## src/rtl/sync_pkg.sv

```systemverilog
// Shared defaults and sizing helper for the multi-channel input conditioner.
package sync_pkg;

  localparam int unsigned SYNC_STAGES_DEF = 2;
  localparam int unsigned FILTER_LEN_DEF  = 3;

  // Counter only needs to reach FILTER_LEN-1; keep at least one bit.
  function automatic int unsigned cnt_width(input int unsigned len);
    return (len < 2) ? 1 : $clog2(len);
  endfunction

endpackage

```

## src/rtl/sync_filter_ch.sv

```systemverilog
// One channel: metastability chain, consecutive-sample glitch filter, level and edge pulses.
module sync_filter_ch
  import sync_pkg::*;
#(
  parameter int unsigned STAGES     = SYNC_STAGES_DEF,
  parameter int unsigned FILTER_LEN = FILTER_LEN_DEF,
  parameter logic        RST_VAL    = 1'b1
) (
  input  logic clk,
  input  logic rst,
  input  logic async_in,
  output logic sync_out,
  output logic rise_pulse,
  output logic fall_pulse,
  output logic change_next
);

  localparam int unsigned    CW       = cnt_width(FILTER_LEN);
  localparam logic [CW-1:0]  CNT_LAST = CW'(FILTER_LEN - 1);

  logic [STAGES-1:0] chain;
  logic [CW-1:0]     cnt;
  logic              cand;
  logic              update;

  assign cand = chain[STAGES-1];

  always_ff @(posedge clk) begin
    if (rst) chain <= {STAGES{RST_VAL}};
    else     chain <= {chain[STAGES-2:0], async_in};
  end

  // The output flips only on the FILTER_LEN-th consecutive differing sample.
  always_comb begin
    update      = (cand != sync_out) && (cnt == CNT_LAST);
    change_next = update;
  end

  always_ff @(posedge clk) begin
    if (rst) begin
      cnt        <= '0;
      sync_out   <= RST_VAL;
      rise_pulse <= 1'b0;
      fall_pulse <= 1'b0;
    end else begin
      rise_pulse <= update & cand;
      fall_pulse <= update & ~cand;
      if (cand == sync_out) begin
        cnt <= '0;
      end else if (cnt == CNT_LAST) begin
        sync_out <= cand;
        cnt      <= '0;
      end else begin
        cnt <= cnt + 1'b1;
      end
    end
  end

endmodule

```

## src/rtl/sync_filter_multi.sv

```systemverilog
// WIDTH independent conditioned channels plus a registered any-edge summary.
module sync_filter_multi
  import sync_pkg::*;
#(
  parameter int unsigned          WIDTH      = 4,
  parameter int unsigned          STAGES     = SYNC_STAGES_DEF,
  parameter int unsigned          FILTER_LEN = FILTER_LEN_DEF,
  parameter logic [WIDTH-1:0]     RST_VAL    = {WIDTH{1'b1}}
) (
  input  logic             clk,
  input  logic             rst,
  input  logic [WIDTH-1:0] async_in,
  output logic [WIDTH-1:0] sync_out,
  output logic [WIDTH-1:0] rise_pulse,
  output logic [WIDTH-1:0] fall_pulse,
  output logic             any_change
);

  logic [WIDTH-1:0] change_next;

  for (genvar g = 0; g < WIDTH; g++) begin : g_ch
    sync_filter_ch #(
      .STAGES     (STAGES),
      .FILTER_LEN (FILTER_LEN),
      .RST_VAL    (RST_VAL[g])
    ) u_ch (
      .clk         (clk),
      .rst         (rst),
      .async_in    (async_in[g]),
      .sync_out    (sync_out[g]),
      .rise_pulse  (rise_pulse[g]),
      .fall_pulse  (fall_pulse[g]),
      .change_next (change_next[g])
    );
  end

  // Built from the channels' next-pulse terms so it lands on the same edge as the pulses.
  always_ff @(posedge clk) begin
    if (rst) any_change <= 1'b0;
    else     any_change <= |change_next;
  end

endmodule

```

## config.mk

```make
export PLATFORM = sky130hd
export DESIGN_NAME = sync_filter_multi
export DESIGN_NICKNAME = d
export VERILOG_FILES = /design/src/rtl/sync_pkg.sv /design/src/rtl/sync_filter_ch.sv /design/src/rtl/sync_filter_multi.sv
export SDC_FILE = /design/constraint.sdc
export NUM_CORES = 1
export LEC_CHECK = 0
export ABC_AREA = 1
export BUFFER_PORTS_ARGS = -buffer_cell sky130_fd_sc_hd__buf_2
export CORE_MARGIN = 1
export CORE_UTILIZATION = 45
export DETAILED_ROUTE_END_ITERATION = 10
export MAX_ROUTING_LAYER = met4
export PLACE_DENSITY = 0.67
export SLEW_MARGIN = 20
export SYNTH_ARGS = -nofsm -noshare
export SYNTH_HDL_FRONTEND = slang
export SYNTH_HIERARCHICAL = 1
export SYNTH_SLANG_ARGS = --single-unit
```

## constraint.sdc

```tcl
create_clock -name clk -period 2.7 [get_ports clk]
set_input_delay 0 -clock clk [delete_from_list [all_inputs] [get_ports clk]]
set_output_delay 0 -clock clk [all_outputs]
set_load 0.02 [all_outputs]
```

; Word level (Yosys, flattened, before mapping)
; Cells that the tools add are included.
[totals]
ff_bits = 29
latch_bits = 0
mem_bits_rw = 0
romBits = 0
mem_count = 0
[op_classes]
addsub = 4
mul = 0
n_div = 0
order_cmp = 0
n_eq_ne = 12
shift = 0
muxes = 0
bitwise = 16
n_reduce_logical = 13
[ops]
columns = cell, n
row1 = OR reduction 3 bit, 4
row2 = adder 2 x 1 -> 2 bit (second input constant), 4
row3 = AND 1 bit, 8
row4 = equality test 2 bit (second input constant), 4
row5 = inverter 1 bit, 8
row6 = AND reduction 2 bit, 4
row7 = equality test 1 bit, 4
row8 = logical AND 1 bit, 4
row9 = inequality test 1 bit, 4
row10 = OR reduction 4 bit, 1

; Logic depth before layout (Yosys ltp)
[logic_depth]
depth_word = 3
mapped_depth = 6
ltp_nobuf = 6

; Cells and area by module
; The synthesis kept the hierarchy.
[modules_own_cells]
columns = mod, n_inst, cells_per_inst, area_per_inst_um2, seq_area_each_um2
row1 = sync_filter_ch, 4, 29, 252.7, 140.1
row2 = sync_filter_multi, 1, 4, 32.5, 20.0

; Worst setup path before layout
; OpenSTA, ideal clock, no wires.
[synth_timing]
kind = register to register
start = reg g_ch[1].u_ch.sync_out
end = reg any_change
setup_time_ns = 0.070
arrival_ns = 0.905
required_ns = 2.630
path_slack_ns = 1.725
path_stages_with_launch = 7
path_buffers = 0
cell_sequence = dfxtp_1 > inv_1 > nand2_2 > nand2_1 > nor2_1 > nor2_1 > a21oi_1
[synth_between]
elab_chain_len = 3
[synth_rtl]
columns = item, line_no
row1 = from (decl), sync_filter_ch.sv:12  ; output logic sync_out,
row2 = from (signal assigned), sync_filter_ch.sv:51  ; sync_out <= cand;
row3 = inequality test 1 bit, sync_filter_ch.sv:35  ; update = (cand != sync_out) && (cnt == CNT_LAST);
row4 = logical AND 1 bit, sync_filter_ch.sv:35
row5 = named net change_next[1], sync_filter_multi.sv:19  ; logic [WIDTH-1:0] change_next;
row6 = OR reduction 4 bit, sync_filter_multi.sv:40  ; else any_change <= |change_next;
row7 = to (signal assigned), sync_filter_multi.sv:40
row8 = to (decl), sync_filter_multi.sv:16  ; output logic any_change
; The timed path passes the listed nets, and every way through them passes these cells.
; A chain may end at the register's enable or synchronous reset.

; Final worst setup path
[layout_timing]
start = reg g_ch[1].u_ch.cnt[0]
end = reg any_change
[layout_between]
elab_chain_len = 3
[layout_rtl]
columns = item, line_no
row1 = from (decl), sync_filter_ch.sv:22  ; logic [CW-1:0] cnt;
row2 = from (signal assigned), sync_filter_ch.sv:54  ; cnt <= cnt + 1'b1;
row3 = equality test 2 bit, sync_filter_ch.sv:35
row4 = logical AND 1 bit, sync_filter_ch.sv:35
row5 = named net change_next[1], sync_filter_multi.sv:19
row6 = OR reduction 4 bit, sync_filter_multi.sv:40
; The timed path passes the listed nets, and every way through them passes these cells.

==> results.yml <==
status:
  outcome: "completed"
placed_design:
  io_buffers: 18
  place.detailed.hpwl_um: 1180
  place.gp.congestion: 0.749
  placed_cell_area_um2: 1170
  placed_cells: 166
sta:
  tightestPinTransition_ns: 0.440
  max_freq_mhz: 954
  rsz0062_at_grt: "no"
  timing.final.crit_period_ns: 1.05
  whs_ns: 0.103
  finalClockSkew_ns: 0.00985
  finalCritPeriodShare_pct: 38.8
  hold_viol: 0
  slew_violations: 0
  slew-limit-headroom_pct: 70.7
  fin_setup_tns_ns: 0
  setup_viol: 0
global_route:
  grtUsageTotal_pct: 16.6
  antenna_found_initial: 0
  overflow: 0
  grt_pass1_vias: 757
  grt_pass1_wl_um: 2890
  grt_max_degree: 26
cells_and_area:
  layout-drive-gt1-share_pct: 32.7
  syn2layout_area_growth_pct: 24.0
  final_area_um2: 1290
  finalNetCount: 159
  instances_no_fill: 178
  antenna_cells: 0
setup_path:
  r2r-start: "g_ch[1].u_ch/cnt[0]$_SDFF_PP0_"
  critPathSlowestCell: "dfxtp_1"
  worstSetupPathType: "flop to flop"
  crit_fanout: 3
  critPathLaunchType: "flop"
  crit_path_start: "g_ch[1].u_ch/cnt[0]$_SDFF_PP0_"
  worstSetupEndpointType: "flop"
  critPathMaxStageDelay_ns: 0.33
  worstPathRequired_ns: 2.88
  path_depth: 6
  cp_data_arrival_time_ns: 1.22
  path_buf_inv: 2
  cp_cell_sequence: "inv_1 > ha_1 > inv_1 > nor2_1 > nor2_1 > a21oi_1"
  cp_top_family: "flip-flops"
  reg2reg_depth: 6
synthesis:
  synth_area_leaders: "dfxtp_1 56%, nor2_1 6.5%, inv_1 5.8%, ha_1 4.8%, or2_2 4.8%"
  synth_adder_area_share_pct: 4.80
  synth_xor_area_share_pct: 0
  synthSimpleGateAreaFrac_pct: 30.0
  yosysSeqAreaShare_pct: 55.6
  synthDistinctLibCells: 14
  synth_edf_count: 0
  avgSynthCellArea_um2: 8.70
  syn-instance-count: 120
  syn_nets: 130
  synth-main-ff-cell: "dfxtp_1"
  yosysTopAreaCell: "dfxtp_1"
  synth_top_family_by_area: "simple AND/OR/NAND/NOR gates"
  async_flop_share_pct: 0
  synth_common_cells: "29 x dfxtp_1, 18 x nor2_1, 16 x inv_1"
  synth.cell_area_um2: 1040
  yosysTopAreaCellShare_pct: 55.6
  ys_seq_elements: 29
  yosysMostFrequentCell: "dfxtp_1"
  yosys_warnings: 6
  synth_mux_area_share_pct: 0
  synth-compound-area-share_pct: 2.40
clock_tree:
  cts_buffer_depth: 2
  clk_latency_ns: 0.31
  numCtsBuffers: 5
  cts_tree: "done"
  clock_sinks: 29
  ctsHoldBuffers: 4
  clkSlewWorstSetupHoldPaths_ns: 0.09
  cts_setup_buffers: 0
  cts_root_buffer: "clkbuf_4"
  ctsResizeCount: 0
  cts-htree-levels: 2
die:
  start_util_pct: 47.6
  num_io_pins: 19
  die_x_um: 50.2
  design.die.area_um2: 2520
  core_um2: 2190
  fp-row-count: 17
  die_h_um: 50.2
drt:
  routed_wl_um: 1600
  viasPerCell: 4.43
  dr_total_vias: 788
  drt_iter0_drc: 13
  final_antenna_net_count: 0
  drt_pre_antenna_iters: 4
  drc: 0
  routedWlPerCell_um: 8.98
run:
  maxCapViolCount: 0
min_path:
  hp-class: "input pin to flop"
  hold_start: "rst"
  whs_path_depth: 2
pwr:
  vdd_drop_max_v: 0.000512
  leakage_nw: 0.615
  cellPowerDensity_nw_per_um2: 640
[final cells by class]
type                       instances  area (um^2)
clock buffer                       7         55.1
clock inverter                     1         30.0
fill                             208          897
inverter                          20         75.1
multi-input combinational         71          388
sequential                        29          581
tap                               28         35.0
timing repair buffer              22          130
[kinds of logic after synthesis]
| kind of cell | count (synthesis) |
|---|---|
| simple gates | 62 |
| flops | 29 |
| buf+inv | 20 |
| compound gates | 5 |
| fa+ha+maj | 4 |
[per-layer routing]
layer	track usage, %	up-vias	routed length (um)
met1	16.6	345	759
met4	10.0	0	17
met3	9.09	2	83
li1	-	424	-
met2	25.1	17	737
met5	-	-	0
[through the flow]
step | power (mW) | utilization [%] | setup WS (ns)
finish | 0.828 | 59.1 | 1.65
global route | 0.865 | 59.1 | 1.52
CTS | 0.837 | 59.1 | 1.64
detailed placement | 0.477 | 53.3 | 1.67
global placement | 0.475 | 53.3 | 1.69
floorplan | 0.465 | - | 1.73
[power breakdown]
group          total, mW  switching (mW)  internal (mW)
sequential         0.439         0.00403          0.435
combinational     0.0317          0.0165         0.0152
clock              0.358           0.136          0.221
total              0.828           0.157          0.671
[sequential cells by signal, summed over array words and instances (netlist names)]
signal                flops
g_ch.u_ch/rise_pulse      4
g_ch.u_ch/chain           8
g_ch.u_ch/cnt             8
g_ch.u_ch/fall_pulse      4
any_change                1
g_ch.u_ch/sync_out        4
[final timing paths]
kind	end	slack, ns
hold reg to reg	g_ch[2].u_ch/cnt[0]$_SDFF_PP0_	0.41
setup / recovery	any_change$_SDFF_PP0_	1.65
hold / removal	g_ch[2].u_ch/rise_pulse$_SDFF_PP0_	0.10
setup reg to reg	any_change$_SDFF_PP0_	1.65
[cells in the final DEF, fill, tap and decap left out]
cell / synthesis / final
a21oi_1: 1 / 1
buf_2: 0 / 18
bufinv_16: 0 / 1
clkbuf_1: 0 / 1
clkbuf_4: 0 / 5
clkbuf_8: 0 / 1
dfxtp_1: 29 / 29
dlygate4sd3_1: 0 / 4
ha_1: 4 / 4
inv_1: 16 / 16
inv_2: 4 / 4
nand2_1: 12 / 12
nand2_2: 4 / 4
nand3_1: 8 / 8
nand3_2: 4 / 4
nor2_1: 18 / 18
nor2_2: 4 / 4
nor3_1: 4 / 4
o21ai_0: 4 / 4
or2_2: 8 / 8
[worst register-to-register path: cells and delay by family (launching register included)]
kind | cells | cell delay (ns)
adders and majority gates | 1 | 0.22
and+or+nand+nor | 2 | 0.14
AOI/OAI and AO/OA | 1 | 0.07
DFF | 1 | 0.33
buffers and inverters | 2 | 0.14
Note: power is estimated with default switching activity, not from simulation.
